==> src/rtl/lsu_pkg.sv <==
// Shared definitions for the LSU-to-BRAM port: RV32I load/store size codes and FSM encoding.
package lsu_pkg;

   localparam logic [2:0] F3_B  = 3'b000;
   localparam logic [2:0] F3_H  = 3'b001;
   localparam logic [2:0] F3_W  = 3'b010;
   localparam logic [2:0] F3_BU = 3'b100;
   localparam logic [2:0] F3_HU = 3'b101;

   typedef enum logic [1:0] {
      IDLE      = 2'd0,
      LOAD_WAIT = 2'd1,
      RESP      = 2'd2
   } lsuState_e;

   function automatic logic isLegal(input logic isStore, input logic [2:0] funct3);
      if (isStore)
         return (funct3 == F3_B) || (funct3 == F3_H) || (funct3 == F3_W);
      return (funct3 == F3_B) || (funct3 == F3_H) || (funct3 == F3_W) ||
             (funct3 == F3_BU) || (funct3 == F3_HU);
   endfunction

endpackage

==> src/rtl/lsu_load_align.sv <==
// Load lane extraction: picks the byte/halfword selected by the low address bits and extends it.
module lsu_load_align
   import lsu_pkg::*;
(
   input  logic [31:0] rdata,
   input  logic [1:0]  addr,
   input  logic [2:0]  funct3,
   output logic [31:0] data
);

   logic [7:0]  byteSel;
   logic [15:0] halfSel;

   always_comb begin
      byteSel = rdata[{addr, 3'b000} +: 8];
      halfSel = addr[1] ? rdata[31:16] : rdata[15:0];
      case (funct3)
         F3_B:    data = {{24{byteSel[7]}}, byteSel};
         F3_H:    data = {{16{halfSel[15]}}, halfSel};
         F3_W:    data = rdata;
         F3_BU:   data = {24'b0, byteSel};
         F3_HU:   data = {16'b0, halfSel};
         default: data = 32'b0;
      endcase
   end

endmodule

==> src/rtl/lsu_bram_port.sv <==
// Single-outstanding LSU front end onto a read-first 32-bit BRAM port.
// Define LSU_MISALIGN_TRAP_EN to trap misaligned half/word accesses instead of truncating the address.
module lsu_bram_port
   import lsu_pkg::*;
#(
   parameter int ADDR_WIDTH = 13
) (
   input  logic                  clk,
   input  logic                  rst_n,
   input  logic                  req_valid,
   output logic                  req_ready,
   input  logic                  req_we,
   input  logic [2:0]            req_funct3,
   input  logic [31:0]           req_addr,
   input  logic [31:0]           req_wdata,
   output logic                  rsp_valid,
   output logic [31:0]           rsp_rdata,
   output logic                  rsp_err,
   output logic                  mem_en,
   output logic [3:0]            mem_we,
   output logic [ADDR_WIDTH-1:0] mem_addr,
   output logic [31:0]           mem_wdata,
   input  logic [31:0]           mem_rdata
);

   lsuState_e   state;
   logic [1:0]  addrQ;
   logic [2:0]  funct3Q;
   logic [31:0] loadData;

   logic        accept;
   logic        isHalf;
   logic        isWord;
   logic        trap;
   logic [1:0]  offset;
   logic        unusedAddrHi;

   assign req_ready    = rst_n && (state == IDLE);
   assign unusedAddrHi = ^req_addr[31:ADDR_WIDTH+2];

   always_comb begin
      accept = req_valid && req_ready;
      isHalf = (req_funct3[1:0] == 2'b01);
      isWord = (req_funct3[1:0] == 2'b10);
`ifdef LSU_MISALIGN_TRAP_EN
      trap   = !isLegal(req_we, req_funct3) ||
               (isHalf && req_addr[0]) || (isWord && (req_addr[1:0] != 2'b00));
      offset = req_addr[1:0];
`else
      // Misaligned halfword/word accesses silently round down to natural alignment.
      trap   = !isLegal(req_we, req_funct3);
      offset = isWord ? 2'b00 : (isHalf ? {req_addr[1], 1'b0} : req_addr[1:0]);
`endif
      mem_en    = 1'b0;
      mem_we    = 4'b0000;
      mem_addr  = '0;
      mem_wdata = 32'b0;
      if (accept && !trap) begin
         mem_en   = 1'b1;
         mem_addr = req_addr[ADDR_WIDTH+1:2];
         if (req_we) begin
            case (req_funct3[1:0])
               2'b00: begin
                  mem_we    = 4'b0001 << offset;
                  mem_wdata = {4{req_wdata[7:0]}};
               end
               2'b01: begin
                  mem_we    = 4'b0011 << offset;
                  mem_wdata = {2{req_wdata[15:0]}};
               end
               default: begin
                  mem_we    = 4'b1111;
                  mem_wdata = req_wdata;
               end
            endcase
         end
      end
   end

   lsu_load_align uAlign (
      .rdata  (mem_rdata),
      .addr   (addrQ),
      .funct3 (funct3Q),
      .data   (loadData)
   );

   // state     | meaning
   // IDLE      | ready for a request; memory port driven in the accept cycle
   // LOAD_WAIT | BRAM read in flight; align and register the data at the edge
   // RESP      | rsp_valid high for exactly this cycle
   always_ff @(posedge clk) begin
      if (!rst_n) begin
         state     <= IDLE;
         rsp_valid <= 1'b0;
         rsp_rdata <= 32'b0;
         rsp_err   <= 1'b0;
         addrQ     <= 2'b00;
         funct3Q   <= 3'b000;
      end else begin
         case (state)
            IDLE: begin
               rsp_valid <= 1'b0;
               if (accept) begin
                  if (trap || req_we) begin
                     state     <= RESP;
                     rsp_valid <= 1'b1;
                     rsp_rdata <= 32'b0;
                     rsp_err   <= trap;
                  end else begin
                     state   <= LOAD_WAIT;
                     addrQ   <= offset;
                     funct3Q <= req_funct3;
                  end
               end
            end
            LOAD_WAIT: begin
               state     <= RESP;
               rsp_valid <= 1'b1;
               rsp_rdata <= loadData;
               rsp_err   <= 1'b0;
            end
            RESP: begin
               state     <= IDLE;
               rsp_valid <= 1'b0;
            end
            default: begin
               state     <= IDLE;
               rsp_valid <= 1'b0;
            end
         endcase
      end
   end

endmodule

==> config.mk <==
export PLATFORM = sky130hd
export DESIGN_NAME = lsu_bram_port
export DESIGN_NICKNAME = d
export VERILOG_FILES = /design/src/rtl/lsu_pkg.sv /design/src/rtl/lsu_load_align.sv /design/src/rtl/lsu_bram_port.sv
export SDC_FILE = /design/constraint.sdc
export NUM_CORES = 1
export LEC_CHECK = 0
export BUFFER_PORTS_ARGS = -buffer_cell sky130_fd_sc_hd__buf_2
export CORE_MARGIN = 8
export CORE_UTILIZATION = 39
export CTS_CLUSTER_SIZE = 40
export DETAILED_ROUTE_END_ITERATION = 10
export PLACE_DENSITY = 0.76
export SYNTH_ARGS = -nofsm -noshare
export SYNTH_HDL_FRONTEND = slang
export SYNTH_SLANG_ARGS = --single-unit
export TNS_END_PERCENT = 20
==> constraint.sdc <==
create_clock -name clk -period 1.9 [get_ports clk]
set_input_delay 0 -clock clk [delete_from_list [all_inputs] [get_ports clk]]
set_output_delay 0 -clock clk [all_outputs]
set_load 0.1 [all_outputs]
==> flow_summary.html <==
<table>
<tr><th>Metric</th><th>Value</th></tr>
<tr><th colspan="2">Final layout</th></tr>
<tr><td>Post-route cell area</td><td>4439 um2</td></tr>
<tr><td>Area of the multi-input gates</td><td>1549 um2</td></tr>
<tr><td>Share of cells above drive strength 1</td><td>47.47%</td></tr>
<tr><td>Area used by sequential logic in the layout</td><td>820.8 um2</td></tr>
<tr><td>Syn-to-layout area delta</td><td>80.84%</td></tr>
<tr><td>Final-stage net count</td><td>557</td></tr>
<tr><td>Number of antenna diodes</td><td>0</td></tr>
<tr><td>Filler instances</td><td>around 440</td></tr>
<tr><th colspan="2">Placed design</th></tr>
<tr><td>Placed inst area</td><td>4121 um2</td></tr>
<tr><td>HPWL reported at the end of detailed placement</td><td>a little over 8000 um</td></tr>
<tr><td>Worst slack at placement</td><td>-26.67 ps</td></tr>
<tr><td>Weighted congestion at the end of routability-driven global placement</td><td>0.8222</td></tr>
<tr><td>Count of buffers inserted at the top-level ports</td><td>170</td></tr>
<tr><th colspan="2">Drt</th></tr>
<tr><td>Detailed-route DRC error count</td><td>0</td></tr>
<tr><td>Violation count after the first detailed-routing iteration</td><td>177</td></tr>
<tr><td>Wire per inst</td><td>19.58 um</td></tr>
<tr><td>Number of nets with antenna violations after detailed routing</td><td>0</td></tr>
<tr><td>Via count</td><td>2,970</td></tr>
<tr><td>Initial DRT Pass Iterations</td><td>7</td></tr>
<tr><td>Overall routed net length</td><td>roughly 10,000 um</td></tr>
<tr><td>Number of vias per cell</td><td>5.583</td></tr>
<tr><th colspan="2">Worst setup path</th></tr>
<tr><td>Required arrival time at the worst endpoint</td><td>1900 ps</td></tr>
<tr><td>CP endpoint</td><td>mem_wdata[11]</td></tr>
<tr><td>Crit path from</td><td>state[1]</td></tr>
<tr><td>Critical Path AT</td><td>1780 ps</td></tr>
<tr><td>Reg2reg start</td><td>funct3Q[1]</td></tr>
<tr><td>Kind of critical path</td><td>flip-flop to output port</td></tr>
<tr><td>Terminus of the critical flop-to-flop path</td><td>rsp_rdata[3]</td></tr>
<tr><td>Crit path capture type</td><td>output port</td></tr>
<tr><td>Worst Path Max Fanout</td><td>28</td></tr>
<tr><td>R2R setup slack</td><td>150 ps</td></tr>
<tr><td>Critical path launch point type</td><td>flip-flop</td></tr>
<tr><td>Path depth of the worst reg2reg path</td><td>4</td></tr>
<tr><th colspan="2">Yosys</th></tr>
<tr><td>Part of the Yosys area used for sequential elements</td><td>about a third</td></tr>
<tr><td>Post-Synthesis Cells</td><td>276</td></tr>
<tr><td>Async S/R FF share, synth</td><td>0%</td></tr>
<tr><td>Average instance area after synthesis</td><td>8.894 um2</td></tr>
<tr><td>Seq cells post-synth</td><td>41</td></tr>
<tr><td>Post-synth design cell area</td><td>2455 um2</td></tr>
<tr><td>Ys flop type</td><td>dfxtp_1</td></tr>
<tr><td>Post-synthesis cell type count</td><td>39</td></tr>
<tr><td>Number of synthesized flops with an enable pin</td><td>0</td></tr>
<tr><td>Total of warnings raised by yosys</td><td>0</td></tr>
<tr><td>Cell type with the highest aggregate area in the netlist</td><td>dfxtp_1</td></tr>
<tr><td>Ranking of synthesized cells by area</td><td>dfxtp_1 33%, mux2i_1 8.6%, a221o_1 6.5%</td></tr>
<tr><td>Fraction of synthesized cell area taken by the top area cell type</td><td>33.44%</td></tr>
<tr><td>Post-Synthesis Net Count</td><td>379</td></tr>
<tr><th colspan="2">Outcome</th></tr>
<tr><td>Result of the run</td><td>complete, no violations</td></tr>
<tr><th colspan="2">STA</th></tr>
<tr><td>Highest attainable clock frequency</td><td>561.2 MHz</td></tr>
<tr><td>Slack of the critical path</td><td>118.1 ps</td></tr>
<tr><td>Setup TNS</td><td>0 ps</td></tr>
<tr><td>Final critical delay including setup and external delays</td><td>1782 ps</td></tr>
<tr><td>Pins Over Slew Limit</td><td>0</td></tr>
<tr><td>Final setup violating endpoints</td><td>0</td></tr>
<tr><td>Number of failing hold endpoints at the final stage</td><td>0</td></tr>
<tr><td>Worst max-slew margin expressed relative to the limit</td><td>58.49%</td></tr>
<tr><td>Worst clock skew</td><td>11.26 ps</td></tr>
<tr><td>Share of the clock period used by the worst path</td><td>between 90 and 100%</td></tr>
<tr><td>Actual slew at the worst max-slew pin</td><td>620.0 ps</td></tr>
<tr><th colspan="2">Pwr</th></tr>
<tr><td>Power per Cell Area</td><td>552.2 nW/um2</td></tr>
<tr><td>Post-route total power</td><td>2451 uW</td></tr>
<tr><td>Max IR drop VDD</td><td>549.0 uV</td></tr>
<tr><td>Static Leak</td><td>0.001976 uW</td></tr>
<tr><th colspan="2">Clock network</th></tr>
<tr><td>Sinks on the clock net</td><td>41</td></tr>
<tr><td>Clock slew seen by the registers of the worst setup and hold paths</td><td>around 80 ps</td></tr>
<tr><td>Max H-tree Level</td><td>2</td></tr>
<tr><td>Worst-Skew Late Latency</td><td>about 300 ps</td></tr>
<tr><td>Max Root-Sink Buffers</td><td>2</td></tr>
<tr><td>Clock buffers created by TritonCTS</td><td>5</td></tr>
<tr><td>Clock Tree Root</td><td>clkbuf_8</td></tr>
<tr><td>TritonCTS clock tree</td><td>yes</td></tr>
<tr><th colspan="2">Global route</th></tr>
<tr><td>Initial antenna violation count</td><td>0</td></tr>
<tr><td>Total routing resource utilization after global routing</td><td>21.90%</td></tr>
<tr><td>Wire length of the first global-routing pass</td><td>around 16,000 um</td></tr>
<tr><td>Global route total overflow</td><td>0</td></tr>
<tr><td>Vias in the first global route</td><td>between 3,000 and 4,000</td></tr>
<tr><td>Largest net degree at the start of global routing</td><td>33</td></tr>
<tr><th colspan="2">Floorplanning</th></tr>
<tr><td>Die Span X</td><td>approximately 95 um</td></tr>
<tr><td>Number of top-level pins</td><td>188</td></tr>
<tr><td>Die footprint</td><td>9089 um2</td></tr>
<tr><td>Die height</td><td>95.34 um</td></tr>
<tr><td>Initial Util</td><td>roughly two fifths</td></tr>
<tr><td>Placement Rows</td><td>29</td></tr>
<tr><td>Core area</td><td>6205 um2</td></tr>
<tr><th colspan="2">Worst hold path</th></tr>
<tr><td>Path type of the worst min-delay path</td><td>primary input to flip-flop</td></tr>
<tr><th colspan="2">Flow run</th></tr>
<tr><td>Max_cap viols</td><td>0</td></tr>
</table>
[layout make-up]
type / instances / share of cell area, %
Clock buffer: 6 / 1.860
Clock inverter: 2 / 0.8455
Inverter: 3 / 0.2537
Multi-Input combinational cell: 208 / 34.89
Sequential cell: 41 / 18.49
Tap cell: 77 / 2.170
Timing Repair Buffer: 195 / 41.49
[Yosys cell counts (7+ instances only)]
library cell,n
a21oi_1,21
a221o_1,16
a221oi_1,7
a222oi_1,8
and2_1,22
buf_2,8
clkbuf_1,10
dfxtp_1,41
mux2_2,8
mux2i_1,21
nand2_1,10
nor2_1,30
nor2b_1,8
o21ai_0,11
o2bb2ai_1,16
[worst max-delay path, stage by stage, from the launching register on]
cell and delay [ps]:
dfxtp_1 350, and4bb_2 340, nand3_1 80, buf_4 230, a21oi_1 260, buf_12 220
[worst min path at each step]
| stage | start | endpoint | depth (start not counted) |
|---|---|---|---|
| 2_1_floorplan | mem_rdata[21] | rsp_rdata[21] | 1 |
| 3_3_place_gp | mem_rdata[29] | rsp_rdata[29] | 2 |
| 3_5_place_dp | mem_rdata[28] | rsp_rdata[28] | 2 |
| 4_1_cts | mem_rdata[1] | rsp_rdata[1] | 3 |
| 5_1_grt | mem_rdata[1] | rsp_rdata[1] | 3 |
| 6_report | mem_rdata[1] | rsp_rdata[1] | 3 |
[cell usage in the layout, fill, tap and decap left out, types with 11 or more instances in the layout]
cell,n
a221o_1,16
buf_2,120
o2bb2ai_1,16
o21ai_0,11
mux2i_1,21
nor2_1,29
dfxtp_1,41
and2_1,16
buf_12,51
dlygate4sd3_1,16
a21oi_1,18
[what timing repair did]
action | in CTS | in global routing
endpoints found under the setup margin | 2 | 22
gates resized for setup | 1 | 3
hold buffers | 16 | 0
pin swaps | 0 | 1
endpoints found under the hold margin | 16 | 0
buffers inserted | 0 | 1
[report_power, final]
part / leakage, uW / internal, uW / switching (uW) / total, uW
combinational: 0.00159 / 287 / 534 / 820
clock: 0.0000574 / 427 / 306 / 733
sequential: 0.000332 / 882 / 15.7 / 898
[state kept, by name, indices dropped and copies added, names as in the netlist]
register / cells
addrQ: 2
state: 2
rsp_err: 1
funct3Q: 3
rsp_rdata: 32
rsp_valid: 1
[per-layer routing]
| metal | share of wire, % | global-route usage (%) | up-vias |
|---|---|---|---|
| li1 | - | - | 1398 |
| met1 | 33 | 20.58 | 1377 |
| met2 | 48 | 39.13 | 174 |
| met3 | 17 | 13.46 | 21 |
| met4 | 2.2 | 5.722 | 0 |
| met5 | 0 | 0 | - |
[kinds of logic (layout without fill, tap and decap cells)]
family,Yosys count,in the layout,synth area share (%)
compound gates,89,89,28.24
xor+xnor,1,1,0.3568
buf+inv,27,206,5.148
flops,41,41,33.44
mux,30,30,13.15
simple gates,88,88,19.67
[stage by stage]
step	std cells	hold WS [ps]	util (%)
after floorplan	276	137.9	-
after global placement	507	237.8	66.42
after detailed placement	507	246.2	66.42
after CTS	531	2.051	71.02
after global routing	532	9.752	71.55
final	532	3.829	71.55
(Power assumes the default switching activity.)
